--- config.mk ---
export PLATFORM = sky130hd
export DESIGN_NAME = obi_kernel_launcher
export DESIGN_NICKNAME = d
export VERILOG_FILES = /design/src/rtl/obi_kernel_launcher.sv
export SDC_FILE = /design/constraint.sdc
export NUM_CORES = 1
export LEC_CHECK = 0
export BUFFER_PORTS_ARGS = -buffer_cell sky130_fd_sc_hd__buf_2
export CAP_MARGIN = 10
export CORE_ASPECT_RATIO = 0.5
export CORE_MARGIN = 4
export CORE_UTILIZATION = 40
export CTS_BUF_LIST = sky130_fd_sc_hd__clkbuf_4 sky130_fd_sc_hd__clkbuf_8
export DETAILED_ROUTE_END_ITERATION = 8
export PLACE_DENSITY_LB_ADDON = 0.12
export SLEW_MARGIN = 0
export SYNTH_ARGS = -nofsm -noshare
export SYNTH_HDL_FRONTEND = slang
export SYNTH_SLANG_ARGS = --single-unit
--- constraint.sdc ---
create_clock -name clk_i -period 3.3 [get_ports clk_i]
set_input_delay 0.165 -clock clk_i [delete_from_list [all_inputs] [get_ports clk_i]]
set_output_delay 0.165 -clock clk_i [all_outputs]
set_load 0.02 [all_outputs]
--- src/rtl/obi_kernel_launcher.sv ---
// obi_kernel_launcher: programs a thread engine over OBI and polls its status until the kernel finishes
// Ports: launch_* valid/ready request carrying kernel PC, data pointer, block count, group id, in-order flag;
// done_* valid/ready completion with OBI error flag and last status word; busy_o high outside IDLE;
// obi_req_o/obi_rsp_i single-outstanding OBI manager port.
package obi_pkg;
  typedef struct packed {
    int unsigned AddrWidth;
    int unsigned DataWidth;
    int unsigned IdWidth;
  } obi_cfg_t;
  localparam obi_cfg_t ObiDefaultConfig = '{AddrWidth: 32, DataWidth: 32, IdWidth: 1};
  typedef struct packed {
    logic [31:0] addr;
    logic        we;
    logic [3:0]  be;
    logic [31:0] wdata;
    logic [0:0]  aid;
  } obi_a_chan_t;
  typedef struct packed {
    obi_a_chan_t a;
    logic        req;
  } obi_req_t;
  typedef struct packed {
    logic [31:0] rdata;
    logic [0:0]  rid;
    logic        err;
  } obi_r_chan_t;
  typedef struct packed {
    obi_r_chan_t r;
    logic        gnt;
    logic        rvalid;
  } obi_rsp_t;
endpackage

module obi_kernel_launcher #(
  parameter int unsigned       PcWidth       = 16,
  parameter int unsigned       AddressWidth  = 32,
  parameter int unsigned       TblockIdxBits = 8,
  parameter int unsigned       TgroupIdBits  = 8,
  parameter obi_pkg::obi_cfg_t ObiCfg        = obi_pkg::ObiDefaultConfig,
  parameter type               obi_req_t     = obi_pkg::obi_req_t,
  parameter type               obi_rsp_t     = obi_pkg::obi_rsp_t,
  parameter logic [31:0]       BaseAddr      = 32'h0,
  parameter int                PollGap       = 4
) (
  input  logic                     clk_i,
  input  logic                     rst_i,
  input  logic                     launch_valid_i,
  output logic                     launch_ready_o,
  input  logic [PcWidth-1:0]       launch_pc_i,
  input  logic [AddressWidth-1:0]  launch_dp_addr_i,
  input  logic [TblockIdxBits-1:0] launch_num_tblocks_i,
  input  logic [TgroupIdBits-1:0]  launch_tgroup_id_i,
  input  logic                     launch_inorder_i,
  output logic                     done_valid_o,
  input  logic                     done_ready_i,
  output logic                     done_err_o,
  output logic [31:0]              done_status_o,
  output logic                     busy_o,
  output obi_req_t                 obi_req_o,
  input  obi_rsp_t                 obi_rsp_i
);
  localparam int unsigned AW = ObiCfg.AddrWidth;
  localparam int unsigned DW = ObiCfg.DataWidth;
  localparam int unsigned GW = PollGap > 1 ? $clog2(PollGap) : 1;
  typedef enum logic [2:0] {IDLE, REQ, RSP, GAP, DONE} state_t;
  state_t                   state_q, state_d;
  logic [2:0]               step_q, step_d;
  logic [GW-1:0]            gap_q, gap_d;
  logic                     err_q, err_d;
  logic [31:0]              status_q, status_d;
  logic [PcWidth-1:0]       pc_q;
  logic [AddressWidth-1:0]  dp_q;
  logic [TblockIdxBits-1:0] nt_q;
  logic [TgroupIdBits-1:0]  tg_q;
  logic                     io_q;
  logic                     accept, is_read, finished;
  logic [AW-1:0]            addr;
  logic [DW-1:0]            wdata;
  logic                     unused_rsp;
  assign unused_rsp     = ^obi_rsp_i;
  assign launch_ready_o = (state_q == IDLE) && !rst_i;
  assign accept         = launch_valid_i && launch_ready_o;
  assign busy_o         = state_q != IDLE;
  assign done_valid_o   = state_q == DONE;
  assign done_err_o     = err_q;
  assign done_status_o  = status_q;
  // Step 5 is the status poll; it reads the same register the start write targets.
  assign is_read  = step_q == 3'd5;
  assign finished = obi_rsp_i.r.rdata[2] && !obi_rsp_i.r.rdata[1];
  assign addr     = AW'(BaseAddr) + AW'({is_read ? 3'd4 : step_q, 2'b00});
  assign wdata    = step_q == 3'd0 ? DW'(pc_q) :
                    step_q == 3'd1 ? DW'(dp_q) :
                    step_q == 3'd2 ? DW'(nt_q) :
                    step_q == 3'd3 ? DW'(tg_q) :
                    step_q == 3'd4 ? DW'(io_q) : '0;
  always_comb begin
    obi_req_o = '0;
    if (state_q == REQ) begin
      obi_req_o.req     = 1'b1;
      obi_req_o.a.addr  = addr;
      obi_req_o.a.we    = !is_read;
      obi_req_o.a.be    = '1;
      obi_req_o.a.wdata = wdata;
    end
  end
  always_comb begin
    state_d  = state_q;
    step_d   = step_q;
    gap_d    = gap_q;
    err_d    = err_q;
    status_d = status_q;
    unique case (state_q)
      IDLE: if (accept) begin
        state_d  = REQ;
        step_d   = '0;
        err_d    = 1'b0;
        status_d = '0;
      end
      REQ: state_d = obi_rsp_i.gnt ? RSP : REQ;
      RSP: if (obi_rsp_i.rvalid) begin
        if (obi_rsp_i.r.err) begin
          state_d  = DONE;
          err_d    = 1'b1;
          status_d = is_read ? obi_rsp_i.r.rdata[31:0] : '0;
        end else if (!is_read) begin
          state_d = REQ;
          step_d  = step_q + 3'd1;
        end else begin
          status_d = obi_rsp_i.r.rdata[31:0];
          state_d  = finished ? DONE : (PollGap == 0 ? REQ : GAP);
          gap_d    = '0;
        end
      end
      GAP: begin
        gap_d   = gap_q + GW'(1);
        if (int'(gap_q) == PollGap - 1) begin
          state_d = REQ;
          gap_d   = '0;
        end
      end
      DONE: if (done_ready_i) begin
        state_d = IDLE;
        step_d  = '0;
      end
      default: state_d = IDLE;
    endcase
  end
  always_ff @(posedge clk_i or posedge rst_i) begin
    if (rst_i) begin
      state_q  <= IDLE;
      step_q   <= '0;
      gap_q    <= '0;
      err_q    <= 1'b0;
      status_q <= '0;
      pc_q     <= '0;
      dp_q     <= '0;
      nt_q     <= '0;
      tg_q     <= '0;
      io_q     <= 1'b0;
    end else begin
      state_q  <= state_d;
      step_q   <= step_d;
      gap_q    <= gap_d;
      err_q    <= err_d;
      status_q <= status_d;
      if (accept) begin
        pc_q <= launch_pc_i;
        dp_q <= launch_dp_addr_i;
        nt_q <= launch_num_tblocks_i;
        tg_q <= launch_tgroup_id_i;
        io_q <= launch_inorder_i;
      end
    end
  end
endmodule

# Yosys cells after proc, flatten, opt, wreduce, memory -nomap -nowiden
# Index checks and enable logic that the tools add are counted.
# word_totals
out_inout_bits,107
wordCells,85
ff_bits,106
# op_classes
n_eq_ne,19
mux,37
reduce_logical,17
addsub,2
# op_table
op,count
$mux 32,7
$pmux 32 s2,1
$mux 42,1
$mux 3,12
$mux 8,2
$reduce_and 4->1,4
$pmux 3 s5,1
$ne 2x2->1 const B,7
$eq 3x2->1 const B,4
$mux 2,5
$eq 3x3->1 const B,3
$pmux 3 s3,1
$eq 3x1->1 const B,2
$logic_not 3->1,2
$reduce_and 6->1,1
$reduce_bool 3->1,2
$mux 1,5
$pmux 2 s2,1
$reduce_bool 2->1,2
$add 3x1->3 const B,1
$logic_and 1x1->1,3
$logic_not 1->1,3
$ne 3x3->1 const B,1
$add 2x1->2 const B,1
other kinds (3),3

# Longest topological paths before layout
# depth
depth_word,7
mapped_depth,8
depth_no_buf,6

# Least setup slack after synthesis
# Ideal clock, no wire load.
# synth_timing
path_type,reg2out
from,register step_q[1]
to,output obi_req_o[3] in the netlist's numbering
path_stages_with_launch,8
arrival_time_ps,1696
path_slack_ps,1439
n_path_buf,1
cell_sequence,dfrtp_1 inv_1 ha_1 clkbuf_1 o21bai_1 nand2_1 o21ai_0 a21oi_1
# synth_rtl
element,line_no,text
start: declaration,68,"logic [2:0] step_q, step_d;"
start signal: assignment,163,step_q <= step_d;
end: declaration,60,"output obi_req_t obi_req_o,"

==> out/qor.txt <==
status - complete, no violations
post-route ant nets - 0
critical path, cell by cell - nand2_1, nor2_1, a22o_1, buf_2
worst vdd ir - 0.3451 mV
worst reg2reg endpoint - dp_q[0]
main combinational cell family by area after synthesis - multiplexers
Non-Filler Instances - 873
Post-Synth XOR/XNOR Area - 0%
CP Launch Type - register
compound-cell area share of the yosys netlist - 11.14%
total track usage - 17.22%
Iter 0 DRT Violations - 188
# nets final - 787
fin crit period - 2.731 ns
setup TNS - 0 ns
Total Wirelength - 13750 um
Critical Path RT - 3.13 ns
Starting Density - 40.78%
Lkg Pwr - 3.784 nW
GPL Wtd Cong - 0.7396
Worst Hold Path EP - pc_q[5]
Post-route DRC - 0
worst hold-check path type - in -> reg
Crit path arrival time - 2.57 ns
reg2reg setup slack - 0.89 ns
Seq cells post-synth - 106
antenna diode count - 0
Synth Area per Inst - 11.91 um^2
Top FF cell, synth - dfrtp_1
Synth Cell Area - 5525 um^2
pin slew with the least headroom to its limit - 0.8034 ns
Max Buffers Root-to-Sink - 2
top cells by count, synth - dfrtp_1 (106), mux2_4 (50), buf_4 (37)
DRT Pass-1 Iters - 4
IO Pins - 212
synth unique cells - 42
number of gates resized after CTS - 0
Post-synth EDFFs - 0
post-synth top area cell - dfrtp_1
CP max stage delay - 0.66 ns
initial antenna violation count - 0
placed cells - 808
reg2reg start - state_q[1]
worst hold stages - 2
per-cell routed wire length - 15.75 um
CTS Buf Count - 9
setup slack after layout - 0.5686 ns
vias in the first global route - 4175
share of cells above drive strength 1 - 45.81%
root buffer cell - clkbuf_8
Worst Skew - 0.009682 ns
Max Cap Viol - 0
CP endpoint kind - output port
fmax - 366.1 MHz
crit path buf inv count - 1
Slowest-stage cell, CP - nor2_1
r2r worst-path depth - 5
HPWL after detailed placement - 9390 um
Reg clk slew, reported paths - 0.10 ns
detailed-route via count - 4131
CTS tree - built
fin crit share - 82.77%
Core ar. - 13550 um^2
Crit Path Max Fanout - 15
Gate Count Post-Synth - 464
multiplexer area fraction after synthesis - 17.21%
post-place setup slack - 0.8550 ns
kind of critical path - reg -> out
Clk Latency, worst-skew pair - 0.37 ns
largest net degree at the start of global routing - 63
DR vias/cell - 4.732
Die ar. - 15870 um^2
Die Span Y - 91.11 um
top cells by area, synth - dfrtp_1 (48%), mux2_4 (14%), a21bo_2 (5.8%), buf_4 (5.0%), nand4_1 (3.6%)
Die W - 174.2 um
first-pass GRT wire length - 22110 um
Ys Warns - 0
Hold Path Origin - launch_pc_i[5]
number of setup buffers added after CTS - 0
delay-heaviest family, CP - simple AND/OR/NAND/NOR gates
final setup fails - 0
Max Transition Viols Final - 0
Rows - 30
Final Hold Viols - 0
area share of the largest cell type after synthesis - 48.01%
adder-cell share of the synthesized area - 1.359%
total congestion overflow - 0
# port buffers - 180
H-tree levels - 3
Layout area overhead - 28.94%
unrepaired setup endpoints after global routing - false
Async S/R FF share, synth - 100.0%
PwrDens - 763.1 nW/um^2
post-synthesis simple-gate area fraction - 13.84%
crit path from - state_q[0]
max_slew headroom - 46.44%
clock sink total - 106
most frequent cell after synthesis - dfrtp_1
register area share after synthesis - 48.01%
[flip-flops by register name (all words and copies together), names as in the netlist]
| signal | flops |
|---|---|
| state_q | 3 |
| tg_q | 8 |
| done_err_o | 1 |
| nt_q | 8 |
| gap_q | 2 |
| done_status_o | 32 |
| step_q | 3 |
| dp_q | 32 |
| pc_q | 16 |
| io_q | 1 |
[cells by family after synthesis]
| logic type | after synthesis |
|---|---|
| other cells | 1 |
| buf+inv | 71 |
| compound gates | 78 |
| simple gates | 134 |
| fa+ha+maj | 6 |
| flops | 106 |
| mux | 68 |
[power by group]
part           switching, mW  total [mW]  internal (mW)
logic                   1.30        2.46           1.16
registers              0.344        2.18           1.83
clock network          0.478       0.797          0.318
total                   2.13        5.44           3.31
[worst register-to-register path, cell delays in order, from the launching register on]
cell	delay, ns
dfrtp_1	0.55
or3_4	0.46
nor2_4	0.14
nand2_4	0.41
buf_12	0.42
mux2_4	0.32
[stage by stage]
step	util [%]	instance area, um^2	hold slack, ns	power, mW
floorplan	-	5634	0.2511	4.013
CTS	51.25	6944	0.0004591	5.486
detailed placement	47.54	6442	0.3232	4.639
global placement	47.54	6442	0.3123	4.608
global route	52.58	7124	0.0001708	5.809
finish	52.58	7124	0.01913	5.437
[final cells by class]
class                      instances  area, um^2
sequential                       106        2653
tap                              192       240.2
multi-input combinational        316        2539
clock inverter                     5       46.29
inverter                           6       25.02
clock buffer                      11       145.1
fill                            1243        6426
timing repair buffer             237        1476
[placed cells by master (no fill, tap or decap), types with 2 or more instances in the layout]
master and count:
and4b_1 2, inv_6 2, dfrtp_1 106, nand2b_1 3, ha_1 6, and3_1 2
nand4_1 32, nor3b_1 8, a21oi_2 2, mux2_2 16, a21bo_2 32, buf_4 6
inv_1 5, buf_2 180, conb_1 30, nor3_1 9, nand2_1 32, or3b_1 2
buf_12 2, mux2i_1 2, and2_1 16, clkinv_4 2, dlygate4sd3_1 49, nand3b_1 2
nor2_1 10, mux2_4 50, clkbuf_8 10, o21ai_0 12, a22o_1 7, a21oi_1 17
nor2b_1 10
[per-layer routing]
layer  vias up  global-route usage [%]  routed length (um)
li1       2002                       -                   -
met1      1980                   23.15                6415
met2       141                   27.04                6267
met3         8                   6.073                 967
met4         0                   3.555                 104
met5         -                       0                   0
[worst max path at each step]
| stage | depth (start not counted) | endpoint |
|---|---|---|
| 3_5_place_dp | 5 | dp_q[0] |
| 5_1_grt | 6 | obi_req_o[15] |
| 6_report | 4 | obi_req_o[15] |
| 3_3_place_gp | 5 | nt_q[6] |
| 2_1_floorplan | 1 | done_err_o |
| 4_1_cts | 6 | obi_req_o[15] |
[repair_timing]
action / in CTS / in global routing
hold buffers: 31 / 18
setup endpoints to repair: 0 / 0
hold endpoints to repair: 74 / 18
Power figures use the tool's default switching activity.
